## config.mk

```make
export PLATFORM = sky130hd
export DESIGN_NAME = mvm_stream_driver
export DESIGN_NICKNAME = d
export VERILOG_FILES = /design/src/rtl/mvm_stream_driver.sv
export SDC_FILE = /design/constraint.sdc
export NUM_CORES = 1
export LEC_CHECK = 0
export BUFFER_PORTS_ARGS = -buffer_cell sky130_fd_sc_hd__buf_4
export CAP_MARGIN = 20
export CORE_MARGIN = 3
export CORE_UTILIZATION = 50
export DETAILED_ROUTE_END_ITERATION = 10
export GPL_TIMING_DRIVEN = 0
export MAX_ROUTING_LAYER = met4
export PLACE_DENSITY_LB_ADDON = 0.1
export SYNTH_ARGS = -nofsm -noshare
export SYNTH_HDL_FRONTEND = slang
export SYNTH_SLANG_ARGS = --single-unit
```

## constraint.sdc

```tcl
create_clock -name clk -period 6.3 [get_ports clk]
set_clock_uncertainty 0.05 [all_clocks]
set_input_delay 0.63 -clock clk [delete_from_list [all_inputs] [get_ports clk]]
set_output_delay 0.63 -clock clk [all_outputs]
set_load 0.05 [all_outputs]
```

## src/rtl/mvm_stream_driver.sv

```systemverilog
// Host-side sequencer for a 4x4 matrix-vector multiplier: holds operands written by the host,
// streams them to the core after a start pulse, then captures the four results for readback.
module mvm_stream_driver #(
    parameter int MAT_SCALE     = 4,
    parameter int INPUT_WIDTH   = 8,
    parameter int OUTPUT_WIDTH  = 16,
    parameter int CAPTURE_DELAY = 1,
    parameter int TIMEOUT       = 255
) (
    input  logic                    clk,
    input  logic                    reset,
    input  logic                    ld_en,
    input  logic [4:0]              ld_addr,
    input  logic [INPUT_WIDTH-1:0]  ld_data,
    input  logic                    go,
    input  logic [1:0]              rd_addr,
    output logic [OUTPUT_WIDTH-1:0] rd_data,
    output logic                    busy,
    output logic                    result_valid,
    output logic                    err_timeout,
    output logic                    mvm_start,
    output logic [INPUT_WIDTH-1:0]  mvm_data_in,
    input  logic                    mvm_done,
    input  logic [OUTPUT_WIDTH-1:0] mvm_data_out
);

    localparam int N_OPS = MAT_SCALE * MAT_SCALE + MAT_SCALE;
    localparam int OP_W  = $clog2(N_OPS);
    localparam int RES_W = $clog2(MAT_SCALE);
    localparam int CNT_W = $clog2(TIMEOUT + CAPTURE_DELAY + MAT_SCALE + 1);

    localparam logic [OP_W-1:0]  OP_LAST  = OP_W'(N_OPS - 1);
    localparam logic [CNT_W-1:0] TMO_LAST = CNT_W'(TIMEOUT - 2);
    localparam logic [CNT_W-1:0] CAP_DLY  = CNT_W'(CAPTURE_DELAY);
    localparam logic [RES_W-1:0] RES_LAST = RES_W'(MAT_SCALE - 1);

    typedef enum logic [2:0] {
        S_IDLE      = 3'd0,
        S_START     = 3'd1,
        S_STREAM    = 3'd2,
        S_WAIT_DONE = 3'd3,
        S_CAPTURE   = 3'd4,
        S_ERROR     = 3'd5
    } state_t;

    state_t                  r_state;
    logic                    r_busy;
    logic                    r_valid;
    logic                    r_err;
    logic                    r_start;
    logic [INPUT_WIDTH-1:0]  r_data;
    logic [OP_W-1:0]         r_op_idx;
    logic [CNT_W-1:0]        r_cnt;
    logic [INPUT_WIDTH-1:0]  r_ops [0:N_OPS-1];
    logic [OUTPUT_WIDTH-1:0] r_y   [0:MAT_SCALE-1];

    state_t                  w_state_nxt;
    logic                    w_busy_nxt;
    logic                    w_valid_nxt;
    logic                    w_err_nxt;
    logic                    w_start_nxt;
    logic [INPUT_WIDTH-1:0]  w_data_nxt;
    logic [OP_W-1:0]         w_op_idx_nxt;
    logic [CNT_W-1:0]        w_cnt_nxt;
    logic [OP_W-1:0]         w_op_inc;
    logic                    w_cap_en;
    logic [RES_W-1:0]        w_cap_idx;
    logic                    w_ld_ok;

    assign w_op_inc = r_op_idx + OP_W'(1);
    assign w_ld_ok  = ld_en && !r_busy && (ld_addr < 5'(N_OPS));

    // Next-state and next-output decode for the sequencer.
    always_comb begin
        w_state_nxt  = r_state;
        w_busy_nxt   = r_busy;
        w_valid_nxt  = r_valid;
        w_err_nxt    = r_err;
        w_start_nxt  = 1'b0;
        w_data_nxt   = {INPUT_WIDTH{1'b0}};
        w_op_idx_nxt = r_op_idx;
        w_cnt_nxt    = r_cnt;
        w_cap_en     = 1'b0;
        w_cap_idx    = RES_W'(r_cnt - CAP_DLY);
        case (r_state)
            S_IDLE, S_ERROR: begin
                if (go) begin
                    w_state_nxt  = S_START;
                    w_start_nxt  = 1'b1;
                    w_busy_nxt   = 1'b1;
                    w_valid_nxt  = 1'b0;
                    w_err_nxt    = 1'b0;
                    w_op_idx_nxt = {OP_W{1'b0}};
                    w_cnt_nxt    = {CNT_W{1'b0}};
                end else begin
                    w_state_nxt  = r_state;
                end
            end
            S_START: begin
                w_state_nxt  = S_STREAM;
                w_data_nxt   = r_ops[0];
                w_op_idx_nxt = {OP_W{1'b0}};
            end
            S_STREAM: begin
                if (r_op_idx == OP_LAST) begin
                    w_state_nxt = S_WAIT_DONE;
                    w_cnt_nxt   = {CNT_W{1'b0}};
                end else begin
                    w_op_idx_nxt = w_op_inc;
                    w_data_nxt   = r_ops[w_op_inc];
                end
            end
            S_WAIT_DONE: begin
                // Leaving at TIMEOUT-2 makes err_timeout rise exactly TIMEOUT cycles after the last operand.
                if (mvm_done) begin
                    w_state_nxt = S_CAPTURE;
                    w_cnt_nxt   = CNT_W'(1);
                end else if (r_cnt == TMO_LAST) begin
                    w_state_nxt = S_ERROR;
                    w_err_nxt   = 1'b1;
                    w_busy_nxt  = 1'b0;
                end else begin
                    w_cnt_nxt   = r_cnt + CNT_W'(1);
                end
            end
            S_CAPTURE: begin
                w_cnt_nxt = r_cnt + CNT_W'(1);
                if (r_cnt >= CAP_DLY) begin
                    w_cap_en = 1'b1;
                    if (w_cap_idx == RES_LAST) begin
                        w_state_nxt = S_IDLE;
                        w_valid_nxt = 1'b1;
                        w_busy_nxt  = 1'b0;
                    end else begin
                        w_state_nxt = S_CAPTURE;
                    end
                end else begin
                    w_cap_en = 1'b0;
                end
            end
            default: begin
                w_state_nxt = S_IDLE;
                w_busy_nxt  = 1'b0;
            end
        endcase
    end

    // State and registered outputs; reset aborts any transaction in flight.
    always_ff @(posedge clk) begin
        if (!reset) begin
            r_state  <= S_IDLE;
            r_busy   <= 1'b0;
            r_valid  <= 1'b0;
            r_err    <= 1'b0;
            r_start  <= 1'b0;
            r_data   <= {INPUT_WIDTH{1'b0}};
            r_op_idx <= {OP_W{1'b0}};
            r_cnt    <= {CNT_W{1'b0}};
        end else begin
            r_state  <= w_state_nxt;
            r_busy   <= w_busy_nxt;
            r_valid  <= w_valid_nxt;
            r_err    <= w_err_nxt;
            r_start  <= w_start_nxt;
            r_data   <= w_data_nxt;
            r_op_idx <= w_op_idx_nxt;
            r_cnt    <= w_cnt_nxt;
        end
    end

    // Operand buffer; survives reset so the host need not reload after an abort.
    always_ff @(posedge clk) begin
        if (w_ld_ok) begin
            r_ops[ld_addr] <= ld_data;
        end
    end

    // Result buffer, written bit-exact from the core's output stream.
    always_ff @(posedge clk) begin
        if (reset && w_cap_en) begin
            r_y[w_cap_idx] <= mvm_data_out;
        end
    end

    assign rd_data      = r_y[rd_addr];
    assign busy         = r_busy;
    assign result_valid = r_valid;
    assign err_timeout  = r_err;
    assign mvm_start    = r_start;
    assign mvm_data_in  = r_data;

endmodule

```

==> metrics.txt, run 1 <==
status finished clean; WL per Instance 22.5 um; net count after synthesis 608; HP Class input port to flip-flop; Async SR Flop Fraction 0%; Synth top cells by count 224 x edfxtp_1, 56 x mux4_2, 35 x nor2_1; Total GRT Usage 19.8%; post-synthesis compound-gate area fraction 4.77%; area leader, netlist edfxtp_1; multiplexer share of the synthesized area 14.3%; unrepaired setup endpoints after global routing no; Root Driver clkbuf_16; largest net degree at the start of global routing 21; Post-CTS Resized 0; CTS tree built; Primary FF master, synth edfxtp_1; #FFs+latches synth 253; Seq. cell area 7310 sq um; NumNets Final 698; vias post-DR 5536; CP Class input port to output port; Syn Std Cell Area 10300 sq um; Final setup viols 0; simple-gate portion of the synthesized area 6.91%; fin util 60.1%; final worst path period need 2.96 ns; Worst Tran Pin Value 1.02 ns; Worst-Skew Late Latency 0.52 ns; IO Pins 64; CTS Buf Count 26; fin worst setup slack 3.34 ns; Post-CTS Setup Repair Bufs 0; Clock Path Buffers 3; vias per std cell 5.90; max cap viols 0; Seq/Total Area, Yosys 71.3%; Crit Path Max Fanout 10; worst relative slew slack 32.0%; pwr/cell area 337 nW/um^2; die area 22300 sq um; CP required 5.62 ns; count leader, synth edfxtp_1; kind of start point of the critical path input port; initial core utilization 51.8%; Post-CTS Hold Fix Bufs 0; crit path DAT 2.28 ns; slowest cell on the critical path mux4_2; first drt pass iteration count 5; dpl ws 3.26 ns; IO Port Bufs 60; vias in the first global route 5589; Avg Cell Area, Syn 18.1 sq um; die height 149 um; YS warnings 0; critical-path cell list clkbuf_1, buf_2, mux4_2, buf_4; initial antenna violation count 0; share of the synthesized area in the top cell type 65.6%; Distinct cells, synth 67; first-pass GRT wire length 32500 um; largest stage delay on the critical path 0.58 ns; crit-path leading delay family buffers and inverters; post-synthesis xor/xnor area fraction 0.415%; total core area 19800 sq um; Synth Area in Adders 0.610%; num rows 51; hpwl dp 14000 um; die width 149 um; overall routed net length 21100 um; Total Power 4.01 mW; Num Clock Sinks 253; H-tree Lvls 1; Final Hold Fails 0; FMAX 338 MHz; largest family of logic cells by synthesized area multiplexers; peak supply drop 0.000209 V; grt ovf 0; CP Buf/Inv Count 3; Slew Limit Fails 0; DRT iter0 DRCs 488; Final Cycle Share 47.0%; remaining antenna violation count 0; Area Growth Syn to Fin 16.0%; Gate Count Post-Synth 567; Layout fillers 1494; Synth area leaders edfxtp_1 66%, mux4_2 12%, dfxtp_1 5.7%; Ant. Diodes 0; Multi-input gate area 2780 sq um; clock slew at reported path FFs 0.06 ns; Leak 3.85 nW; critical path endpoint category output port; WHS 0.256 ns; Remaining DRCs 0; Post-synth EDFFs 224; post-route setup TNS 0 ns; gpl congestion 0.881; layout cells sized above 1 30.6%
## path summary, 6_finish.rpt
| kind | start | endpoint | slack (ns) | cells past startpoint |
|---|---|---|---|---|
| min | mvm_data_out[12] | r_y[0][12] | 0.26 | 1 |
| max | rd_addr[0] | rd_data[13] | 3.34 | 4 |
| max reg2reg | r_op_idx[1] | mvm_data_in[6] | 3.51 | 8 |
| min reg2reg | result_valid | result_valid | 0.44 | 1 |
## final cells by class
| cell class | count | share of cell area, % |
|---|---|---|
| inverters | 7 | 0.221 |
| multi-input cells | 279 | 23.3 |
| flip-flops and latches | 253 | 61.4 |
| plain buffers | 28 | 1.30 |
| clock inverters | 13 | 1.10 |
| well taps | 265 | 2.79 |
| clock buffers | 32 | 5.92 |
| repair buffers | 62 | 3.91 |
## cell usage in the layout (no fill, tap or decap), types with 7 or more instances in the layout
| cell | n |
|---|---|
| buf_2 | 12 |
| dfxtp_1 | 29 |
| o21ai_0 | 8 |
| buf_4 | 65 |
| nand3_1 | 10 |
| clkbuf_16 | 27 |
| nand2_1 | 19 |
| nor3_1 | 7 |
| mux2_2 | 15 |
| nor2_1 | 35 |
| a21oi_1 | 25 |
| clkbuf_1 | 12 |
| edfxtp_1 | 224 |
| mux4_2 | 56 |
## power breakdown
group	total [mW]	internal [mW]	switching [mW]
registers	1.87	1.85	0.0169
logic	0.645	0.271	0.374
clock network	1.49	0.875	0.618
total	4.01	3.00	1.01
## per-layer routing
metal	share of wire [%]	up-vias	track usage, %	routed length (um)
met5	0	-	-	0
met4	2.8	0	5.86	600
met3	6.2	37	3.56	1310
met2	48	183	31.2	10100
met1	43	2820	26.9	9050
li1	-	2496	-	-
## through the flow
stage               area [sq um]  std cells
floorplan                  10300        567
global placement           11000        892
detailed placement         11100        894
CTS                        11900        939
global route               11900        939
finish                     11900        939
## state kept, by name, summed over array words and instances, names as in the netlist
| name | flops |
|---|---|
| busy | 1 |
| err_timeout | 1 |
| mvm_data_in | 8 |
| mvm_start | 1 |
| r_cnt | 9 |
| r_op_idx | 5 |
| r_ops | 160 |
| r_state | 3 |
| r_y | 64 |
| result_valid | 1 |
## worst reg2reg max path, cell delays in order, from the launching register on
cell	delay, ns
dfxtp_1	0.41
ha_1	0.17
buf_2	0.20
xor2_2	0.47
buf_4	0.32
mux4_2	0.36
mux2_2	0.30
a221oi_1	0.28
nor3_1	0.09
## kinds of logic after synthesis
| family | count (synthesis) |
|---|---|
| buffers and inverters | 35 |
| AND/OR/NAND/NOR | 123 |
| AO/OA/AOI/OAI | 73 |
| flip-flops | 253 |
| XOR/XNOR | 4 |
| multiplexers | 74 |
| adder cells (fa/ha/maj) | 5 |
(Power assumes the default switching activity.)
==> inputs of run 2 (changes only) <==
==> constraint.sdc (replaced) <==
create_clock -name clk -period 2.8 [get_ports clk]
set_clock_uncertainty 0.05 [all_clocks]
set_input_delay 0.28 -clock clk [delete_from_list [all_inputs] [get_ports clk]]
set_output_delay 0.28 -clock clk [all_outputs]
set_load 0.05 [all_outputs]
==> run 2 against run 1 <==
Sequential cell count unchanged; combinational power up 130%; clock-buffer cell count unchanged; clock power up 130%; critical path depth up 4; worst setup slack worse by 3.2 ns; critical path type is now flip-flop to flip-flop.
==> metrics.txt, run 2 (synthesized netlist as in run 1, its figures left out) <==
hold path cells 1; die width 149 um; die height 149 um; Root Driver clkbuf_16; WHS 0.0602 ns; Num Clock Sinks 253; kind of start point of the critical path flip-flop; first drt pass iteration count 6; Final setup viols 0; NumNets Final 714; status finished clean; Crit. Startpoint r_op_idx[1]; largest net degree at the start of global routing 21; RR Endpoint mvm_data_in[6]; commonest non-fill, non-tap cell in the layout edfxtp_1; Inst Count DP 894; CP required 3.12 ns; unrepaired setup endpoints after global routing no; CP dominant cell by count buf_2; gpl congestion 0.881; vias post-DR 5661; H-tree Lvls 1; Area Growth Syn to Fin 17.8%; fin util 61.1%; overall routed net length 21300 um; initial antenna violation count 0; crit-path leading delay family buffers and inverters; FF-to-FF path depth 8; IO Port Bufs 60; Final Cycle Share 94.9%; Post-CTS Setup Repair Bufs 0; FF-to-FF setup slack 0.14 ns; FMAX 376 MHz; Setup crit end mvm_data_in[6]; commonest non-fill, non-tap cells in the layout 224 x edfxtp_1, 64 x buf_4, 56 x mux4_2, 35 x nor2_1, 29 x dfxtp_1; Clock Path Buffers 3; final worst path period need 2.66 ns; vias in the first global route 5665; critical path endpoint category flip-flop; Biggest register r_ops; layout cells sized above 1 29.9%; CP Buf/Inv Count 3; post-route setup TNS 0 ns; IO Pins 64; fin worst setup slack 0.142 ns; vias per std cell 5.93; max cap viols 0; crit path DAT 2.98 ns; Remaining DRCs 0; grt ovf 0; Largest register FFs 160; Total GRT Usage 19.9%; pwr/cell area 749 nW/um^2; CTS tree built; peak supply drop 0.000471 V; first-pass GRT wire length 32800 um; dpl ws -0.00580 ns; CTS Buf Count 26; Cell Count, Final, Fillers Out 955; HP Class input port to flip-flop; WL per Instance 22.3 um; critical-path cell list ha_1, buf_2, clkbuf_4, buf_2, mux4_2, mux2_2, a221oi_1, nor3_1; remaining antenna violation count 0; total core area 19800 sq um; Final Hold Fails 0; worst r2r src r_op_idx[1]; worst relative slew slack 35.4%; Ant. Diodes 0; Worst-Skew Late Latency 0.52 ns; Crit Path Max Fanout 10; initial core utilization 51.8%; DRT iter0 DRCs 483; critical path depth 8; die area 22300 sq um; Leak 3.92 nW; CP Class flip-flop to flip-flop; Slew Limit Fails 0; num rows 51; Worst Tran Pin Value 0.961 ns; hpwl dp 14000 um; clock slew at reported path FFs 0.06 ns; slowest cell on the critical path dfxtp_1; largest stage delay on the critical path 0.35 ns; Top Registers r_ops (160), r_y (64), r_cnt (9)
run 2: worst reg2reg max path: cells and delay by family, from the launching register on:
family | cells | cell delay, ns
buf+inv | 3 | 0.83
mux | 2 | 0.65
flops | 1 | 0.35
fa+ha+maj | 1 | 0.31
compound gates | 1 | 0.24
simple gates | 1 | 0.09
run 2: area by class of cell:
class	instances	area, sq um
Timing Repair Buffer	78	626
Clock inverter	13	131
Fill cell	1471	7700
Buffer	28	164
Inverter	7	26.3
Multi-Input combinational cell	279	2790
Clock buffer	32	704
Sequential cell	253	7310
Tap cell	265	332
run 2: worst min path at each step:
| stage | to | slack [ns] | start |
|---|---|---|---|
| after floorplan | r_ops[0][0] | 0.33 | ld_data[0] |
| after global routing | r_ops[6][0] | 0.05 | ld_addr[4] |
| after detailed placement | result_valid | 0.43 | result_valid |
| after CTS | r_ops[8][2] | 0.04 | ld_data[2] |
| final | r_ops[12][2] | 0.06 | ld_data[2] |
| after global placement | result_valid | 0.43 | result_valid |
run 2: report_power, final:
part	internal (mW)	switching [mW]	total, mW
Combinational	0.629	0.851	1.48
Clock	1.97	1.39	3.36
Sequential	4.17	0.0379	4.21
run 2: stage by stage:
| step | area, sq um | power (mW) |
|---|---|---|
| 3_3_place_gp | 11000 | 5.73 |
| 3_5_place_dp | 11100 | 5.75 |
| 5_1_grt | 12100 | 9.38 |
| 2_1_floorplan | 10300 | 5.32 |
| 4_1_cts | 12100 | 9.12 |
| 6_report | 12100 | 9.04 |
run 2: repair_timing:
| action | CTS | global route |
|---|---|---|
| setup endpoints to repair | 3 | 6 |
| endpoints found under the hold margin | 64 | 0 |
| hold buffers | 16 | 0 |
| resized for setup | 1 | 3 |
run 2: per-layer routing:
layer	up-vias	track usage, %	part of all wire, %
li1	2531	-	-
met1	2890	27.0	43
met2	205	31.6	48
met3	35	3.49	6.0
met4	0	5.86	2.6
met5	-	-	0
